==> src/rtl/hgw_pkg.sv <==
// Shared defaults and width-dependent limit helpers for the sign-restore block.
package hgw_pkg;

  localparam int I_W_DEFAULT   = 16;
  localparam int CNT_W_DEFAULT = 8;

  // Largest positive two's-complement value representable in 'width' bits.
  function automatic logic [31:0] max_pos(input int width);
    return (32'd1 << (width - 1)) - 32'd1;
  endfunction

  // Bit pattern of the most negative two's-complement value in 'width' bits,
  // which is also the largest magnitude a negative result can carry.
  function automatic logic [31:0] min_neg(input int width);
    return 32'd1 << (width - 1);
  endfunction

endpackage

==> src/rtl/hgw_pipe_stage.sv <==
// One valid/ready register slice. It accepts a new beat whenever it is empty
// or its current beat leaves this cycle, so back-to-back slices collapse
// bubbles and a stalled slice holds its payload untouched.
module hgw_pipe_stage #(
  parameter int W = 8
) (
  input  logic         clk,
  input  logic         rst,
  input  logic         in_vld,
  output logic         in_rdy,
  input  logic [W-1:0] in_data,
  output logic         out_vld,
  input  logic         out_rdy,
  output logic [W-1:0] out_data
);

  logic         vld_q;
  logic [W-1:0] data_q;

  assign in_rdy   = !rst && (!vld_q || out_rdy);
  assign out_vld  = vld_q;
  assign out_data = data_q;

  // Load a beat when the slot is free or draining; reset empties the slot.
  always_ff @(posedge clk) begin
    if (rst) begin
      vld_q  <= 1'b0;
      data_q <= '0;
    end else if (in_rdy) begin
      vld_q <= in_vld;
      if (in_vld) begin
        data_q <= in_data;
      end
    end
  end

endmodule

==> src/rtl/hgw_sign_restore.sv <==
// Applies a sign to an unsigned magnitude and produces a saturated
// two's-complement result through two register slices, counting how many
// clamped beats were delivered downstream.
module hgw_sign_restore
  import hgw_pkg::*;
#(
  parameter int I_W   = I_W_DEFAULT,
  parameter int CNT_W = CNT_W_DEFAULT
) (
  input  logic             clk,
  input  logic             rst,
  input  logic             i_vld,
  output logic             i_rdy,
  input  logic [I_W-1:0]   i_mag,
  input  logic             i_sgn,
  output logic             o_vld,
  input  logic             o_rdy,
  output logic [I_W-1:0]   o,
  output logic             o_sat,
  input  logic             cnt_clr,
  output logic [CNT_W-1:0] sat_cnt
);

  localparam logic [I_W-1:0]   MAX_POS = I_W'(max_pos(I_W));
  localparam logic [I_W-1:0]   MIN_NEG = I_W'(min_neg(I_W));
  localparam logic [CNT_W-1:0] CNT_MAX = '1;
  localparam int               S1_W    = I_W + 3;
  localparam int               S2_W    = I_W + 1;

  logic            above_pos;
  logic            above_neg;
  logic [S1_W-1:0] s1_in;
  logic [S1_W-1:0] s1_out;
  logic            s1_vld;
  logic            s2_in_rdy;
  logic            s1_above_pos;
  logic            s1_above_neg;
  logic            s1_sgn;
  logic [I_W-1:0]  s1_mag;
  logic [I_W-1:0]  res;
  logic            res_sat;
  logic [S2_W-1:0] s2_in;
  logic [S2_W-1:0] s2_out;

  // Range flags are resolved before the first slice so the second half of
  // the pipe only has to pick between the negated value and a limit.
  assign above_pos = i_mag > MAX_POS;
  assign above_neg = i_mag > MIN_NEG;
  assign s1_in     = {above_neg, above_pos, i_sgn, i_mag};

  hgw_pipe_stage #(.W(S1_W)) u_s1 (
    .clk      (clk),
    .rst      (rst),
    .in_vld   (i_vld),
    .in_rdy   (i_rdy),
    .in_data  (s1_in),
    .out_vld  (s1_vld),
    .out_rdy  (s2_in_rdy),
    .out_data (s1_out)
  );

  assign {s1_above_neg, s1_above_pos, s1_sgn, s1_mag} = s1_out;

  // Apply the sign; magnitudes beyond the representable range clamp to the
  // matching limit. A magnitude of exactly MIN_NEG negates to itself, and a
  // negative zero negates to plain zero, so neither needs a special case.
  always_comb begin
    res     = s1_mag;
    res_sat = 1'b0;
    if (s1_sgn) begin
      if (s1_above_neg) begin
        res     = MIN_NEG;
        res_sat = 1'b1;
      end else begin
        res = (~s1_mag) + I_W'(1);
      end
    end else if (s1_above_pos) begin
      res     = MAX_POS;
      res_sat = 1'b1;
    end
  end

  assign s2_in = {res_sat, res};

  hgw_pipe_stage #(.W(S2_W)) u_s2 (
    .clk      (clk),
    .rst      (rst),
    .in_vld   (s1_vld),
    .in_rdy   (s2_in_rdy),
    .in_data  (s2_in),
    .out_vld  (o_vld),
    .out_rdy  (o_rdy),
    .out_data (s2_out)
  );

  assign {o_sat, o} = s2_out;

  // Count clamped beats as they leave; sticks at all-ones and a clear beats
  // a coincident increment.
  always_ff @(posedge clk) begin
    if (rst || cnt_clr) begin
      sat_cnt <= '0;
    end else if (o_vld && o_rdy && o_sat && (sat_cnt != CNT_MAX)) begin
      sat_cnt <= sat_cnt + CNT_W'(1);
    end
  end

endmodule

==> config.mk <==
export PLATFORM = sky130hd
export DESIGN_NAME = hgw_sign_restore
export DESIGN_NICKNAME = d
export VERILOG_FILES = /design/src/rtl/hgw_pkg.sv /design/src/rtl/hgw_pipe_stage.sv /design/src/rtl/hgw_sign_restore.sv
export SDC_FILE = /design/constraint.sdc
export NUM_CORES = 1
export LEC_CHECK = 0
export ABC_CLOCK_PERIOD_IN_PS = 4700
export CAP_MARGIN = 20
export CORE_MARGIN = 1
export CORE_UTILIZATION = 40
export DETAILED_ROUTE_END_ITERATION = 12
export PLACE_DENSITY = 0.65
export SLEW_MARGIN = 5
export SYNTH_ARGS = -nofsm -noshare
export SYNTH_HDL_FRONTEND = slang
export SYNTH_SLANG_ARGS = --single-unit
==> constraint.sdc <==
create_clock -name clk -period 4.7 [get_ports clk]
set_input_delay 0.94 -clock clk [delete_from_list [all_inputs] [get_ports clk]]
set_output_delay 0.94 -clock clk [all_outputs]
set_load 0.005 [all_outputs]
==> impl_results.md <==
* Outcome: complete, no violations
* Pwr dens at 289 nW/um2
* Max-slew violation count at 0
* Switching share of power at 0.292
* Vias per cell at 5.59
* Fin Clk Skew at 0.00880 ns
* CP max stage cell: nor2b_1
* Critical path buffer and inverter count at 2
* Routed WL at 5.91 mm
* Initial antenna violation count at 0
* Post-route cell area at 2950 um2
* GRT Overall Usage at 0.211
* Die area at 6130 um2
* Synthesized cell area at 2330 um2
* P_int at 602 uW
* Worst hold path type: reg -> reg
* Total number of vias at 2218
* YS warnings at 0
* Final ANT Viol Nets at 0
* Syn Inst Count at 287
* Dpl cells at 388
* Comb pwr share at 0.188
* Worst Tran Pin Value at 0.988 ns
* Vias in the first global route at 2032
* Clock buffer count from CTS at 5
* Worst path cell trace: clkdlybuf4s50_1 -> nor2b_1 -> a21oi_1 -> clkdlybuf4s50_1
* Final nets at 348
* Commonest non-fill, non-tap cell in the layout: clkdlybuf4s50_1
* Top Ports at 49
* Overall power at 851 uW
* Clock sinks at 46
* Worst Path Arrival at 2.47 ns
* CTS tree: built
* Most used cell, CP: clkdlybuf4s50_1
* Post-synthesis sequential area ratio at 0.396
* Placed cell areas at 2840 um2
* Port Buf Inserts at 48
* # rows at 27
* First-pass GRT wire length at 10.1 mm
* Slew headroom at 0.340
* Reg clk slew, reported paths at 0.09 ns
* Placer Congestion at 0.810
* Area growth from synthesis to layout at 26.6%
* Worst vdd ir at 0.159 mV
* Crit path kind: in -> out
* Largest net degree at the start of global routing at 35
* Ant. Diodes at 0
* Die Wd at 78.3 um
* Worst-Skew Late Latency at 0.30 ns
* RSZ-0062 raised after global routing: false
* Setup WS pre-CTS at 1.28 ns
* Postcts setup bufs at 0
* Clock Tree Buf Depth at 2
* Synthesized area per cell at 8.11 um2
* Max H-tree Level at 2
* Final setup viols at 0
* Post-cts repair resize count at 0
* Seq cells post-synth at 46
* GRT overflow at 0
* Seq pwr share at 0.526
* Fin crit share at 0.726
* Crit path max-delay family: buffers and inverters
* Post-CTS Hold Buffers at 0
* Flop2flop setup slack at 2.49 ns
* Switching pwr at 248 uW
* Final hold vios at 0
* Die Y-Extent at 78.3 um
* DP Wirelength at 4.25 mm
* Core area at 5540 um2
* Min cycle time layout at 3.41 ns
* Leakage at 1.05 nW
* Critical Path Max Stage Delay at 0.50 ns
* DRC marker count from the first detailed-route iteration at 143
* Share of cells above drive strength 1 at 0.0523
* Critical-path maximum fanout at 7
* Detailed Routing Iterations Pass 1 at 4
* Post-Syn Nets at 311
* Fin util at 0.532
* Hold Slack at 0.504 ns
* WL/cell at 14.9 um
* Most frequent cells in the layout: clkdlybuf4s50_1 (48), dfxtp_1 (46), nand2_1 (31)
* Final setup TNS at 0 ns
* Clk pwr share at 0.286
* Unique masters post-synth at 47
* MaxCap Viol Count at 0
* DRC Markers at 0
* Final Instance Count excl. Fillers at 397
* Fmax at 293 MHz
* CP Capture Type: output pin
* Required time worst endpoint at 3.76 ns
* Slack of the critical path at 1.29 ns
* Initial Utilization at 0.420
* CTS root buffer: clkbuf_8
* Element type at the critical path start: primary input
-- sequential cells by signal, summed over array words and instances, names as in the netlist --
signal / count
sat_cnt: 8
u_s1.out_data: 19
u_s1.out_vld: 1
u_s2.out_data: 17
u_s2.out_vld: 1
-- Yosys cell counts (all sizes together) --
master   count  area share
or3          2      0.0054
inv          8       0.013
nand4b       8       0.030
a2111o       1      0.0048
clkbuf      19       0.031
nor2b        8       0.022
a2bb2oi      1      0.0038
nand3        5       0.011
a311oi       5       0.019
nor4         7       0.019
a211oi       5       0.018
or4          2      0.0081
a21o         3      0.0097
o221a        2      0.0097
o211a        2      0.0086
buf          2      0.0032
nand2       31       0.050
or3b         1      0.0038
nor3b        2      0.0064
nand4       10       0.027
dfxtp       46        0.40
nor3        12       0.026
nor2        30       0.048
o21ai       15       0.032
o2111ai      1      0.0038
o31ai        5       0.016
nand2b       4       0.011
a311o        2      0.0086
mux2i        3       0.013
ha           2       0.011
or2          1      0.0027
o221ai       2      0.0075
a221oi       1      0.0038
o41ai        1      0.0038
and3         4       0.011
or4b         1      0.0043
xor2         6       0.023
o211ai       5       0.016
a22o         2      0.0075
o2bb2ai      3       0.011
and2         2      0.0054
xnor2        1      0.0038
and4         2      0.0075
a21oi       12       0.026
-- final cells by class --
| class | count | area [um2] |
|---|---|---|
| Fill cell | 556 | 2590 |
| Multi-Input combinational cell | 212 | 1310 |
| Sequential cell | 46 | 921 |
| Timing Repair Buffer | 51 | 510 |
| Tap cell | 72 | 90.1 |
| Clock buffer | 5 | 68.8 |
| Inverter | 8 | 30.0 |
| Clock inverter | 3 | 21.3 |
-- cells by family (layout without fill, tap and decap cells) --
logic type / Yosys count / in the layout / share of synthesized area
AOI/OAI and AO/OA: 68 / 68 / 0.210
xor gates and xnor gates: 7 / 7 / 0.0263
adders and majority gates: 2 / 2 / 0.0108
buffers and inverters: 29 / 67 / 0.0468
DFF: 46 / 46 / 0.396
muxes: 3 / 3 / 0.0129
and+or+nand+nor: 132 / 132 / 0.297
-- final timing paths --
kind,cells after the start,startpoint,to
setup / recovery,4,o_rdy,i_rdy
hold / removal,2,u_s2.out_data[0]$_SDFFE_PP0P_,u_s2.out_data[0]$_SDFFE_PP0P_
setup reg to reg,6,u_s1.out_data[0]$_SDFFE_PP0P_,u_s2.out_data[10]$_SDFFE_PP0P_
hold reg to reg,2,u_s2.out_data[0]$_SDFFE_PP0P_,u_s2.out_data[0]$_SDFFE_PP0P_
-- metal layers --
layer  vias to the layer above  track usage  wire length, um
met5                         -            0                0
met4                         0       0.0648               82
met3                         7       0.0558              353
met2                        65        0.318             2590
met1                      1018        0.291             2880
li1                       1128            -                -
-- worst reg2reg max path: cells and delay by family (launching register included) --
| kind | cells | cell delay, ns |
|---|---|---|
| flip-flops | 1 | 0.36 |
| AND/OR/NAND/NOR | 1 | 0.82 |
| buffers and inverters | 1 | 0.09 |
| adder cells (fa/ha/maj) | 1 | 0.22 |
| AO/OA/AOI/OAI | 3 | 0.61 |
-- power by group through the flow --
stage | sequential, mW | clock (mW) | combinational (mW)
after floorplan | 0.441 | 0 | 0.0990
after global placement | 0.456 | 0 | 0.156
after detailed placement | 0.456 | 0 | 0.158
after CTS | 0.447 | 0.252 | 0.159
after global routing | 0.453 | 0.269 | 0.179
final | 0.447 | 0.244 | 0.160
(Power assumes the default switching activity.)
